**src/rtl/vtg_pkg.sv**
```systemverilog
// Shared types and constants for the streaming video timing generator.
package vtg_pkg;

  // Width of the X/Y raster counters and of the o_x/o_y position outputs.
  localparam int CNT_W = 12;

  // Default 640x480 timing.
  localparam int DEF_H_ACTIVE = 640;
  localparam int DEF_H_FP     = 16;
  localparam int DEF_H_SYNC   = 96;
  localparam int DEF_H_BP     = 48;
  localparam int DEF_V_ACTIVE = 480;
  localparam int DEF_V_FP     = 10;
  localparam int DEF_V_SYNC   = 2;
  localparam int DEF_V_BP     = 33;

  // IDLE: stopped; RESYNC: raster running, hunting for the frame start beat;
  // RUN: locked, upstream beats are displayed.
  typedef enum logic [1:0] {
    ST_IDLE   = 2'd0,
    ST_RESYNC = 2'd1,
    ST_RUN    = 2'd2
  } vtg_state_e;

  // Colour bar index (0..7) of a column, eight equal-width bars across the line.
  function automatic logic [2:0] bar_index(input logic [CNT_W-1:0] x,
                                           input int unsigned h_active);
    return 3'((32'(x) * 32'd8) / h_active);
  endfunction

endpackage

```
**src/rtl/vtg_counter.sv**
```systemverilog
// Raster position counters (X wraps at HT, Y steps on X wrap and wraps at VT)
// plus active-area, sync-window and frame-end decode of the current position.
module vtg_counter
  import vtg_pkg::*;
#(
  parameter int H_ACTIVE = DEF_H_ACTIVE,
  parameter int H_FP     = DEF_H_FP,
  parameter int H_SYNC   = DEF_H_SYNC,
  parameter int H_BP     = DEF_H_BP,
  parameter int V_ACTIVE = DEF_V_ACTIVE,
  parameter int V_FP     = DEF_V_FP,
  parameter int V_SYNC   = DEF_V_SYNC,
  parameter int V_BP     = DEF_V_BP
) (
  input  logic             i_clk,
  input  logic             i_reset,
  input  logic             i_clear,
  output logic [CNT_W-1:0] o_x,
  output logic [CNT_W-1:0] o_y,
  output logic             o_active,
  output logic             o_hs_on,
  output logic             o_vs_on,
  output logic             o_frame_end
);

  localparam int HT = H_ACTIVE + H_FP + H_SYNC + H_BP;
  localparam int VT = V_ACTIVE + V_FP + V_SYNC + V_BP;

  localparam logic [CNT_W-1:0] X_LAST   = CNT_W'(HT - 1);
  localparam logic [CNT_W-1:0] Y_LAST   = CNT_W'(VT - 1);
  localparam logic [CNT_W-1:0] X_ACT    = CNT_W'(H_ACTIVE);
  localparam logic [CNT_W-1:0] Y_ACT    = CNT_W'(V_ACTIVE);
  localparam logic [CNT_W-1:0] HS_START = CNT_W'(H_ACTIVE + H_FP);
  localparam logic [CNT_W-1:0] HS_END   = CNT_W'(H_ACTIVE + H_FP + H_SYNC);
  localparam logic [CNT_W-1:0] VS_START = CNT_W'(V_ACTIVE + V_FP);
  localparam logic [CNT_W-1:0] VS_END   = CNT_W'(V_ACTIVE + V_FP + V_SYNC);

  logic [CNT_W-1:0] r_x;
  logic [CNT_W-1:0] r_y;
  logic             w_x_wrap;
  logic             w_y_wrap;

  assign w_x_wrap = (r_x == X_LAST);
  assign w_y_wrap = (r_y == Y_LAST);

  // Advance the raster one pixel per clock; clear holds the position at the origin.
  always_ff @(posedge i_clk) begin
    if (i_reset || i_clear) begin
      r_x <= '0;
      r_y <= '0;
    end else if (w_x_wrap) begin
      r_x <= '0;
      r_y <= w_y_wrap ? '0 : r_y + 1'b1;
    end else begin
      r_x <= r_x + 1'b1;
    end
  end

  assign o_x         = r_x;
  assign o_y         = r_y;
  assign o_active    = (r_x < X_ACT) && (r_y < Y_ACT);
  assign o_hs_on     = (r_x >= HS_START) && (r_x < HS_END);
  assign o_vs_on     = (r_y >= VS_START) && (r_y < VS_END);
  assign o_frame_end = w_x_wrap && w_y_wrap;

endmodule

```
**src/rtl/vtg_stream.sv**
```systemverilog
// Streaming video timing generator: locks an upstream pixel stream to the
// raster and drives registered video outputs one cycle after each position.
// Optional build macro: VTG_TESTPAT_EN selects colour bars as the fill colour
// (fill is black when undefined).
//
// Handshake: a beat transfers on a rising clock edge where i_valid && o_ready;
// o_ready is combinational from state, position and i_sof and never depends
// on i_valid. While hunting (RESYNC) non-sof beats are drained and the sof
// beat is held; while locked (RUN) a beat is taken at every active position.
module vtg_stream
  import vtg_pkg::*;
#(
  parameter int   H_ACTIVE = DEF_H_ACTIVE,
  parameter int   H_FP     = DEF_H_FP,
  parameter int   H_SYNC   = DEF_H_SYNC,
  parameter int   H_BP     = DEF_H_BP,
  parameter int   V_ACTIVE = DEF_V_ACTIVE,
  parameter int   V_FP     = DEF_V_FP,
  parameter int   V_SYNC   = DEF_V_SYNC,
  parameter int   V_BP     = DEF_V_BP,
  parameter logic HS_POL   = 1'b0,
  parameter logic VS_POL   = 1'b0,
  parameter int   CW       = 8
) (
  input  logic             i_pixclk,
  input  logic             i_reset,
  input  logic             i_enable,
  input  logic             i_valid,
  input  logic             i_sof,
  input  logic [CW-1:0]    i_red,
  input  logic [CW-1:0]    i_grn,
  input  logic [CW-1:0]    i_blu,
  output logic             o_ready,
  output logic [CW-1:0]    o_red,
  output logic [CW-1:0]    o_grn,
  output logic [CW-1:0]    o_blu,
  output logic             o_de,
  output logic             o_hsync,
  output logic             o_vsync,
  output logic [CNT_W-1:0] o_x,
  output logic [CNT_W-1:0] o_y,
  output logic             o_newline,
  output logic             o_newframe,
  output logic             o_underflow,
  output logic             o_sync_err,
  output logic [1:0]       o_dbg_state
);

  localparam logic [CNT_W-1:0] X_LAST_ACT = CNT_W'(H_ACTIVE - 1);
  localparam logic [CNT_W-1:0] Y_LAST_ACT = CNT_W'(V_ACTIVE - 1);

  vtg_state_e       r_state;
  vtg_state_e       w_state_nxt;
  logic [CNT_W-1:0] w_x;
  logic [CNT_W-1:0] w_y;
  logic             w_active;
  logic             w_hs_on;
  logic             w_vs_on;
  logic             w_frame_end;
  logic             w_cnt_clear;
  logic             w_origin;
  logic             w_underflow;
  logic             w_sync_err;
  logic             w_use_input;
  logic [CW-1:0]    w_fill_r;
  logic [CW-1:0]    w_fill_g;
  logic [CW-1:0]    w_fill_b;

  logic             r_de;
  logic             r_hsync;
  logic             r_vsync;
  logic             r_newline;
  logic             r_newframe;
  logic             r_underflow;
  logic             r_sync_err;
  logic [CNT_W-1:0] r_x;
  logic [CNT_W-1:0] r_y;
  logic [CW-1:0]    r_red;
  logic [CW-1:0]    r_grn;
  logic [CW-1:0]    r_blu;

  // Counters sit at the origin while idle or about to go idle, so the first
  // RESYNC cycle always starts at pixel (0,0).
  assign w_cnt_clear = !i_enable || (r_state == ST_IDLE);

  vtg_counter #(
    .H_ACTIVE (H_ACTIVE),
    .H_FP     (H_FP),
    .H_SYNC   (H_SYNC),
    .H_BP     (H_BP),
    .V_ACTIVE (V_ACTIVE),
    .V_FP     (V_FP),
    .V_SYNC   (V_SYNC),
    .V_BP     (V_BP)
  ) u_counter (
    .i_clk       (i_pixclk),
    .i_reset     (i_reset),
    .i_clear     (w_cnt_clear),
    .o_x         (w_x),
    .o_y         (w_y),
    .o_active    (w_active),
    .o_hs_on     (w_hs_on),
    .o_vs_on     (w_vs_on),
    .o_frame_end (w_frame_end)
  );

  assign w_origin = (w_x == '0) && (w_y == '0);

`ifdef VTG_TESTPAT_EN
  logic [2:0] w_bar;

  // Eight vertical bars: bar 0 white down to bar 7 black, each channel fully on or off.
  always_comb begin
    w_bar    = bar_index(w_x, H_ACTIVE);
    w_fill_r = {CW{~w_bar[2]}};
    w_fill_g = {CW{~w_bar[1]}};
    w_fill_b = {CW{~w_bar[0]}};
  end
`else
  assign w_fill_r = '0;
  assign w_fill_g = '0;
  assign w_fill_b = '0;
`endif

  // State register.
  always_ff @(posedge i_pixclk) begin
    if (i_reset) begin
      r_state <= ST_IDLE;
    end else begin
      r_state <= w_state_nxt;
    end
  end

  // Next state, ready and error detection; a low i_enable always wins.
  always_comb begin
    w_state_nxt = r_state;
    o_ready     = 1'b0;
    w_underflow = 1'b0;
    w_sync_err  = 1'b0;
    case (r_state)
      ST_IDLE: begin
        if (i_enable) w_state_nxt = ST_RESYNC;
      end
      ST_RESYNC: begin
        o_ready = ~i_sof;
        if (w_frame_end && i_valid && i_sof) w_state_nxt = ST_RUN;
      end
      ST_RUN: begin
        o_ready = w_active;
        if (w_active && !i_valid) begin
          w_underflow = 1'b1;
          w_state_nxt = ST_RESYNC;
        end else if (w_active && (i_sof != w_origin)) begin
          w_sync_err  = 1'b1;
          w_state_nxt = ST_RESYNC;
        end
      end
      default: w_state_nxt = ST_IDLE;
    endcase
    if (!i_enable) w_state_nxt = ST_IDLE;
  end

  assign w_use_input = (r_state == ST_RUN) && w_active && i_valid;

  // Registered video outputs for the current position, plus sticky flags.
  always_ff @(posedge i_pixclk) begin
    if (i_reset) begin
      r_de        <= 1'b0;
      r_hsync     <= ~HS_POL;
      r_vsync     <= ~VS_POL;
      r_newline   <= 1'b0;
      r_newframe  <= 1'b0;
      r_underflow <= 1'b0;
      r_sync_err  <= 1'b0;
      r_x         <= '0;
      r_y         <= '0;
      r_red       <= '0;
      r_grn       <= '0;
      r_blu       <= '0;
    end else begin
      if (r_state == ST_IDLE) begin
        r_de       <= 1'b0;
        r_hsync    <= ~HS_POL;
        r_vsync    <= ~VS_POL;
        r_newline  <= 1'b0;
        r_newframe <= 1'b0;
        r_x        <= '0;
        r_y        <= '0;
        r_red      <= '0;
        r_grn      <= '0;
        r_blu      <= '0;
      end else begin
        r_de       <= w_active;
        r_hsync    <= w_hs_on ? HS_POL : ~HS_POL;
        r_vsync    <= w_vs_on ? VS_POL : ~VS_POL;
        r_newline  <= w_active && (w_x == X_LAST_ACT);
        r_newframe <= w_active && (w_x == X_LAST_ACT) && (w_y == Y_LAST_ACT);
        r_x        <= w_active ? w_x : '0;
        r_y        <= w_active ? w_y : '0;
        if (w_use_input) begin
          r_red <= i_red;
          r_grn <= i_grn;
          r_blu <= i_blu;
        end else if (w_active) begin
          r_red <= w_fill_r;
          r_grn <= w_fill_g;
          r_blu <= w_fill_b;
        end else begin
          r_red <= '0;
          r_grn <= '0;
          r_blu <= '0;
        end
      end
      if (w_underflow) r_underflow <= 1'b1;
      if (w_sync_err)  r_sync_err  <= 1'b1;
    end
  end

  assign o_de        = r_de;
  assign o_hsync     = r_hsync;
  assign o_vsync     = r_vsync;
  assign o_newline   = r_newline;
  assign o_newframe  = r_newframe;
  assign o_underflow = r_underflow;
  assign o_sync_err  = r_sync_err;
  assign o_x         = r_x;
  assign o_y         = r_y;
  assign o_red       = r_red;
  assign o_grn       = r_grn;
  assign o_blu       = r_blu;
  assign o_dbg_state = r_state;

endmodule

```
**config.mk**
```make
export PLATFORM = sky130hd
export DESIGN_NAME = vtg_stream
export DESIGN_NICKNAME = d
export VERILOG_FILES = /design/src/rtl/vtg_pkg.sv /design/src/rtl/vtg_counter.sv /design/src/rtl/vtg_stream.sv
export SDC_FILE = /design/constraint.sdc
export NUM_CORES = 1
export LEC_CHECK = 0
export CORE_ASPECT_RATIO = 1.5
export CORE_MARGIN = 2
export CORE_UTILIZATION = 35
export CTS_BUF_LIST = sky130_fd_sc_hd__clkbuf_4 sky130_fd_sc_hd__clkbuf_8 sky130_fd_sc_hd__clkbuf_16
export CTS_CLUSTER_DIAMETER = 50
export DETAILED_ROUTE_END_ITERATION = 8
export SLEW_MARGIN = 5
export SYNTH_ARGS = -nofsm -noshare
export SYNTH_HDL_FRONTEND = slang
export SYNTH_HIERARCHICAL = 1
export SYNTH_SLANG_ARGS = --single-unit
```
**constraint.sdc**
```tcl
create_clock -name i_pixclk -period 3.21 [get_ports i_pixclk]
set_input_delay 0.642 -clock i_pixclk [delete_from_list [all_inputs] [get_ports i_pixclk]]
set_output_delay 0.642 -clock i_pixclk [all_outputs]
set_load 0.005 [all_outputs]
```
# Word-level counts from Yosys, hierarchy flattened

Cells that the tools add are included.

Register bits: 81
Bits of input ports: 29
Output and inout bits: 58
Word-level logic and storage cells: 75

$add $sub $neg: 2
$lt $le $gt $ge: 6
Equality and inequality tests: 9
Multiplexer cells: 13
Bitwise logic cells: 4
Reduce and logical (&&, ||, !) cells: 26

Operators with widths:

| kind                  | count |
|---|---|
| $eq 12x10->1 const B  | 3 |
| $add 12x1->12 const B | 2 |
| $logic_not 12->1      | 2 |
| $lt 12x10->1 const B  | 2 |
| $lt 12x9->1 const B   | 2 |
| $logic_and 1x1->1     | 13 |
| $eq 12x9->1 const B   | 1 |
| $ge 12x10->1 const B  | 1 |
| $ge 12x9->1 const B   | 1 |
| $mux 12               | 1 |
| $mux 1                | 7 |
| $mux 2                | 3 |
| $pmux 2 s3            | 1 |
| $reduce_or 2->1       | 3 |
| $reduce_or 3->1       | 2 |
| $not 1->1             | 4 |
| $ne 3x3->1 const B    | 1 |
| $eq 2x1->1 const B    | 1 |
| $eq 2x2->1 const B    | 1 |
| $logic_not 1->1       | 2 |
| $logic_not 2->1       | 1 |
| $logic_or 1x1->1      | 2 |
| $ne 2x2->1 const B    | 1 |
| $pmux 1 s2            | 1 |
| other kinds (2)       | 2 |

# Depth between registers and ports, before layout

Gate-level depths: netlist of run 1.

Word-level depth: 7
Mapped depth: 10
Mapped depth without buffers: 9

# Modules after synthesis

Netlist of run 1, hierarchy kept.

Modules (own cells, without submodules):

| module      | times used | cells an instance | area an instance (µm²) | seq. area each (µm²) |
|---|---|---|---|---|
| vtg_stream  | 1          | 168               | 1836.8                 | 1141.1 |
| vtg_counter | 1          | 147               | 1204.9                 | 480.5 |

# Least setup slack after synthesis of run 1

Ideal clock, no wire load.

Path kind: flip-flop to flip-flop
Start: reg u_counter.r_x[0] (netlist: u_counter/o_x[0])
End: reg r_state[0] (netlist: o_dbg_state[0])
Setup time: 95 ps
Data arrival time: 2256 ps
Data required time: 3115 ps
Setup slack: 859 ps
Cell stages (with the launch flop): 11
Buffers on the path: 2
Clock period less this slack: 2351 ps
Cell sequence: dfxtp_1 > ha_1 > nand4_1 > or4_1 > buf_2 > buf_2 > nor2_1 > nand3_1 > nand2_1 > nand3_1 > a221oi_1

Longest elaborated chain between the ends: 6
Elaborated cells between the ends (all ways): 16
Those cells by class: 1 x order compare; 4 x eq/ne; 2 x mux; 9 x reduce/logical

RTL lines:

| what                              | line              | RTL |
|---|---|---|
| start: declaration                | vtg_counter.sv:38 | `logic [CNT_W-1:0] r_x;` |
| start signal: assignment          | vtg_counter.sv:55 | `r_x <= r_x + 1'b1;` |
| $eq 12x10->1                      | vtg_counter.sv:43 | `assign w_x_wrap = (r_x == X_LAST);` |
| $logic_and 1x1->1                 | vtg_counter.sv:64 | `assign o_frame_end = w_x_wrap && w_y_wrap;` |
| named net w_frame_end             | vtg_stream.sv:59  | `logic w_frame_end;` |
| $logic_and 1x1->1 (2 in series)   | vtg_stream.sv:146 | `if (w_frame_end && i_valid && i_sof) w_state_nxt = ST_RUN;` |
| $ne 2x2->1 (no source line)       | n/a               |  |
| $reduce_and 2->1 (no source line) | n/a               |  |
| end signal: assignment            | vtg_stream.sv:130 | `r_state <= w_state_nxt;` |
| end: declaration                  | vtg_stream.sv:52  | `vtg_state_e r_state;` |

The timed path passes the listed nets, and every way through them passes these cells.
A chain may end at the register's enable or synchronous reset.

# Final worst setup path of run 1

Start: reg u_counter.r_y[6] (netlist: u_counter/o_y[6])
End: out o_ready

Longest elaborated chain between the ends: 3

RTL lines:

| what                     | line              | RTL |
|---|---|---|
| start: declaration       | vtg_counter.sv:39 | `logic [CNT_W-1:0] r_y;` |
| start signal: assignment | vtg_counter.sv:53 | `r_y <= w_y_wrap ? '0 : r_y + 1'b1;` |
| $lt 12x9->1              | vtg_counter.sv:61 | `assign o_active = (r_x < X_ACT) && (r_y < Y_ACT);` |
| $logic_and 1x1->1        | vtg_counter.sv:61 |  |
| named net w_active       | vtg_stream.sv:56  | `logic w_active;` |
| $pmux 1 s2               | vtg_stream.sv:140 | `case (r_state)` |
| end: declaration         | vtg_stream.sv:33  | `output logic o_ready,` |

The timed path passes the listed nets, and every way through them passes these cells.

==> results of run 1 <==
## tightest hold or removal path: stages, from the launching register on
cell     delay (ps)
dfxtp_1         310
inv_1            50
a21oi_1          50
## logic make-up after synthesis
kind of cell / share of synthesized area
AO/OA/AOI/OAI: 0.0617
XOR/XNOR: 0.0317
adder cells (fa/ha/maj): 0.0288
buffers and inverters: 0.0358
flip-flops: 0.533
multiplexers: 0.00823
AND/OR/NAND/NOR: 0.301
## area by class of cell
class | count | area [µm²] | area share
Clock buffer | 11 | 253 | 0.0587
Clock inverter | 5 | 53.8 | 0.0125
Inverter | 12 | 45.0 | 0.0105
Multi-Input combinational cell | 208 | 1310 | 0.305
Sequential cell | 81 | 1620 | 0.377
Tap cell | 107 | 134 | 0.0311
Timing Repair Buffer | 89 | 883 | 0.205
## routing by layer
metal | up-vias | global-route usage
met4 | 0 | 0.0720
met2 | 99 | 0.280
li1 | 1291 | -
met1 | 1175 | 0.189
met3 | 4 | 0.0420
met5 | - | 0
## where the power goes
part	internal, mW	switching (mW)
clock	0.641	0.385
combinational	0.0444	0.0318
sequential	1.01	0.00242
## final timing paths
kind / slack [ps] / to / cells after the start
min: 460 / o_sync_err$_SDFFE_PP0P_ / 2
min reg2reg: 460 / o_sync_err$_SDFFE_PP0P_ / 2
max reg2reg: 470 / o_dbg_state[0]$_SDFFE_PP0P_ / 8
max: 390 / o_ready / 7
## through the flow
step / util / setup slack (ps)
floorplan: - / 859
global placement: 0.475 / 623
detailed placement: 0.475 / 516
CTS: 0.512 / 385
global route: 0.512 / 222
finish: 0.512 / 386
## registers in the layout, summed over array words and instances (netlist names)
| name | flops |
|---|---|
| o_blu | 8 |
| o_dbg_state | 2 |
| o_de | 1 |
| o_grn | 8 |
| o_hsync | 1 |
| o_newframe | 1 |
| o_newline | 1 |
| o_red | 8 |
| o_sync_err | 1 |
| o_underflow | 1 |
| o_vsync | 1 |
| o_x | 12 |
| o_y | 12 |
| u_counter/o_x | 12 |
| u_counter/o_y | 12 |
## cells in the final DEF, fill, tap and decap left out, drive strengths merged, types with 2 or more instances in the layout
cell type      count
inv               12
or4                5
nand3             14
nand2             14
and4               4
o31ai              3
or3                9
a21oi             12
xor2               2
xnor2              9
ha                 7
dfxtp             81
nor3               7
o21ai             11
nor4               9
buf                3
and3              51
nand4              7
and2               3
clkbuf            11
nand2b             2
clkinv             4
nor2              26
clkdlybuf4s50     86
==> out/metrics.cfg, run 1 <==
[status]
outcome=complete, no violations

[floorplan]
start_util=0.362
die_y_um=118
num_rows=41
ios=87
core_um2=8410
die_w_um=80.1
dieArea_um2=9470

[clocking]
root_buffer=clkbuf_16
cts_buffers=9
clk_latency_ps=330
cts_buffer_depth=2
ctsHtreeMaxLevel=3
path_clk_slew_ps=60
cts_resized=0
cts_sinks=81
cts_setup_buffers=0
cts_tree=done
cts.hold.buffers_added=0

[critical_path]
crit_chain=and2_1, nand3_1, and3_1, nand2_1, o21ai_0, and2_1, clkdlybuf4s50_1
crit_path_start_kind=register
crit_path_top_delay_cell=dfxtp_1
arrival_ps=2180
worst_setup_path_end_kind=output port
worstSetupPathType=reg -> out
crit_path_max_fanout=7
worstReg2RegStart=u_counter/o_x[0]$_SDFF_PP0_
slowest_delay_ps=460
cp.buffers_inverters=1
setup.worst_path.start=u_counter/o_y[6]$_SDFFE_PP0N_
cp_top_family=simple AND/OR/NAND/NOR gates
path_common_cell=and2_1
required_ps=2570

[timing]
finalClockSkew_ps=7.92
fin_hold_ws_ps=460
min_period_over_period=0.880
rsz0062_at_grt=false
fin_crit_ps=2820
slew_headroom=0.564
fmax_mhz=354
tightest_slew_ps=654
slew_violations=0
setup_viol_count_final=0
hold_viol_final=0
fin_tns_setup_ps=0

[layout]
final_cell_area_um2=4300
antenna_cells=0
area_delta_synth_final_pct=41.5
drive_above_1_share=0.0739
nNetsFinal=437
instances_no_fill=513
fillers=760

[worst_hold_path]
hp-class=reg -> reg
worstHoldStart=o_sync_err$_SDFFE_PP0P_

[detailed_routing]
met3_length_um=574
drc=0
wl_per_cell_um=14.8
dr.pass1.iters=5
wl_met2_um=3730
met1Wirelength_um=3210
via_count=2569
routed_via_density=5.01
drtIter0Drc=95
wl_um=7590
top_layer=met4
antenna_left=0

[power_and_ir_drop]
peakVddDrop_mv=0.244
total_power_mw=2.11
leakagePower_nw=1.68
powerDensity_nw_per_um2=491

[grt]
track_usage=0.164
gr-total-overflow=0
antenna_found_initial=0
grt_max_degree=50
grt_pass1_vias=2399
grt_pass1_wl_um=12000

[synth]
synth_area_leaders=dfxtp_1 (53%), and3_1 (10%), nor2_1 (3.2%), ha_1 (2.9%), xnor2_1 (2.6%)
seq_area_frac_synth=0.533
synth_top_cell_area_share=0.533
yosysTopAreaCell=dfxtp_1
yosys_warnings=6
ys.flop_type=dfxtp_1
synth_nets=351
synth.ff_latch_count=81
syn_area_um2=3040
ys_types=39
synth_top_cells_by_count=dfxtp_1 (81), and3_1 (51), nor2_1 (26)
syn-instance-count=315
synth-async-reset-ratio=0
yosysMostFrequentCell=dfxtp_1
synth_area_per_cell_um2=9.66
synth_edf_count=0

[run]
cap_violations=0

[placed_design]
io_buffers=86
placed_cells=497
finalWeightedCongestion=0.830
placed_area_um2=4000
dp_hpwl_um=5450

Power figures use the tool's default switching activity.
==> inputs of run 2 (changes only) <==
Clock period 3.21 ns to 3.1 ns, I/O delays scaled along.
==> run 2 against run 1 <==
Hold slack improved by 0.52 ps. First-iteration DRC count shrank 21%. Clock-buffer cell count unchanged. Sequential power increased by 4%. Design area shrank 0.73%. Worst setup slack got worse by 80 ps. Via count rose by 0.82%. Critical endpoint unchanged. Largest cell class unchanged. Largest power group is now registers.
==> out/metrics.cfg, run 2 (synthesized netlist as in run 1, its figures left out) <==
[status]
outcome=complete, no violations  ; unchanged

[clocking]
cts.hold.buffers_added=0  ; unchanged
root_buffer=clkbuf_16  ; unchanged
cts_resized=0  ; unchanged
path_clk_slew_ps=60  ; about the same
cts_sinks=81  ; unchanged
clk_latency_ps=330  ; about the same
cts_buffer_depth=2  ; unchanged
cts_tree=done  ; unchanged
cts_setup_buffers=0  ; unchanged
cts_buffers=9  ; unchanged
ctsHtreeMaxLevel=3  ; unchanged

[layout]
mostFrequentLayoutCell=clkdlybuf4s50_1  ; unchanged
fillers=786  ; was 760
antenna_cells=0  ; unchanged
area_delta_synth_final_pct=40.5  ; was 41.5%
nNetsFinal=437  ; unchanged
fin_util=0.508  ; was 0.512
layout_common_cells=clkdlybuf4s50_1 (86), dfxtp_1 (81), and3_1 (51)  ; unchanged
drive_above_1_share=0.0716  ; was 0.0739

[critical_path]
slowest_delay_ps=500  ; was 460 ps
reg2reg_slack_ps=440  ; was 470 ps
crit_path_max_fanout=6  ; was 7
cp_top_family=simple AND/OR/NAND/NOR gates  ; unchanged
crit_chain=or3_1, nor2_1, and3_1, nand2_1, o21ai_0, and2_1, clkdlybuf4s50_1  ; was and2_1, nand3_1, and3_1, nand2_1, o21ai_0, and2_1, clkdlybuf4s50_1
crit_path_top_delay_cell=clkdlybuf4s50_1  ; was dfxtp_1
arrival_ps=2170  ; was 2180 ps
required_ps=2480  ; was 2570 ps
crit_path_start_kind=register  ; unchanged
worstSetupPathType=reg -> out  ; unchanged
worst_setup_path_end_kind=output port  ; unchanged
cp.buffers_inverters=1  ; unchanged

[detailed_routing]
antenna_left=0  ; unchanged
drc=0  ; unchanged
drtIter0Drc=75  ; was 95
wl_um=7610  ; was 7590 µm
routed_via_density=5.06  ; was 5.01
via_count=2590  ; was 2569
wl_per_cell_um=14.9  ; was 14.8 µm
dr.pass1.iters=4  ; was 5

[timing]
fin_tns_setup_ps=0  ; unchanged
tightest_slew_ps=658  ; was 654 ps
fin_crit_ps=2790
hold_viol_final=0  ; unchanged
rsz0062_at_grt=false  ; unchanged
slew_violations=0  ; unchanged
min_period_over_period=0.901
fmax_mhz=358
setup_viol_count_final=0  ; unchanged
finalClockSkew_ps=4.81  ; was 7.92 ps
fin_hold_ws_ps=461  ; was 460 ps
slew_headroom=0.561  ; was 0.564

[grt]
grt_pass1_vias=2455  ; was 2399
gr-total-overflow=0  ; unchanged
grt_pass1_wl_um=11900  ; was 12000 µm
antenna_found_initial=0  ; unchanged
grt_max_degree=50  ; unchanged
track_usage=0.165  ; was 0.164

[floorplan]
start_util=0.362  ; unchanged
ios=87  ; unchanged
dieArea_um2=9470  ; unchanged
die_y_um=118  ; unchanged
core_um2=8410  ; unchanged
num_rows=41  ; unchanged
die_w_um=80.1  ; unchanged

[power_and_ir_drop]
leakagePower_nw=1.65  ; was 1.68 nW
peakVddDrop_mv=0.291  ; was 0.244 mV
total_power_mw=2.09  ; was 2.11 mW
powerDensity_nw_per_um2=488  ; was 491 nW/µm²

[placed_design]
finalWeightedCongestion=0.812  ; was 0.830
io_buffers=86  ; unchanged
dp_hpwl_um=5490  ; was 5450 µm

[worst_hold_path]
hp-class=reg -> reg  ; unchanged

[run]
cap_violations=0  ; unchanged

[run 2: layer usage]
metal	track usage	part of all wire
met5	0	0
met4	0.105	0.030
met3	0.0397	0.072
met2	0.283	0.49
met1	0.176	0.40
[run 2: final timing paths]
check | start | to | depth (start not counted)
setup / recovery | u_counter/o_y[11]$_SDFFE_PP0N_ | o_ready | 7
hold / removal | o_sync_err$_SDFFE_PP0P_ | o_sync_err$_SDFFE_PP0P_ | 2
setup reg to reg | u_counter/o_x[0]$_SDFF_PP0_ | o_dbg_state[0]$_SDFFE_PP0P_ | 8
hold reg to reg | o_sync_err$_SDFFE_PP0P_ | o_sync_err$_SDFFE_PP0P_ | 2
[run 2: through the flow]
stage / instance area (µm²) / worst slack (ps) / cells
floorplan: 3040 / 749 / 315
global placement: 4000 / 548 / 497
detailed placement: 4000 / 454 / 497
CTS: 4270 / 300 / 512
global route: 4270 / 165 / 512
finish: 4270 / 305 / 512
[run 2: power breakdown]
group          total, mW  internal, mW  switching, mW
clock              0.960         0.569          0.392
sequential          1.05          1.04        0.00256
combinational     0.0790        0.0460         0.0330
total               2.09          1.66          0.427
[run 2: area by class of cell]
type	count	area (µm²)	area share
flip-flops and latches	81	1620	0.380
well taps	107	134	0.0313
clock buffers	11	246	0.0577
inverters	12	45.0	0.0105
clock inverters	4	28.8	0.00673
repair buffers	89	883	0.207
multi-input cells	208	1310	0.307
[run 2: tightest hold or removal path, stage by stage, from the launching register on]
cell	delay [ps]
dfxtp_1	310
inv_1	50
a21oi_1	50
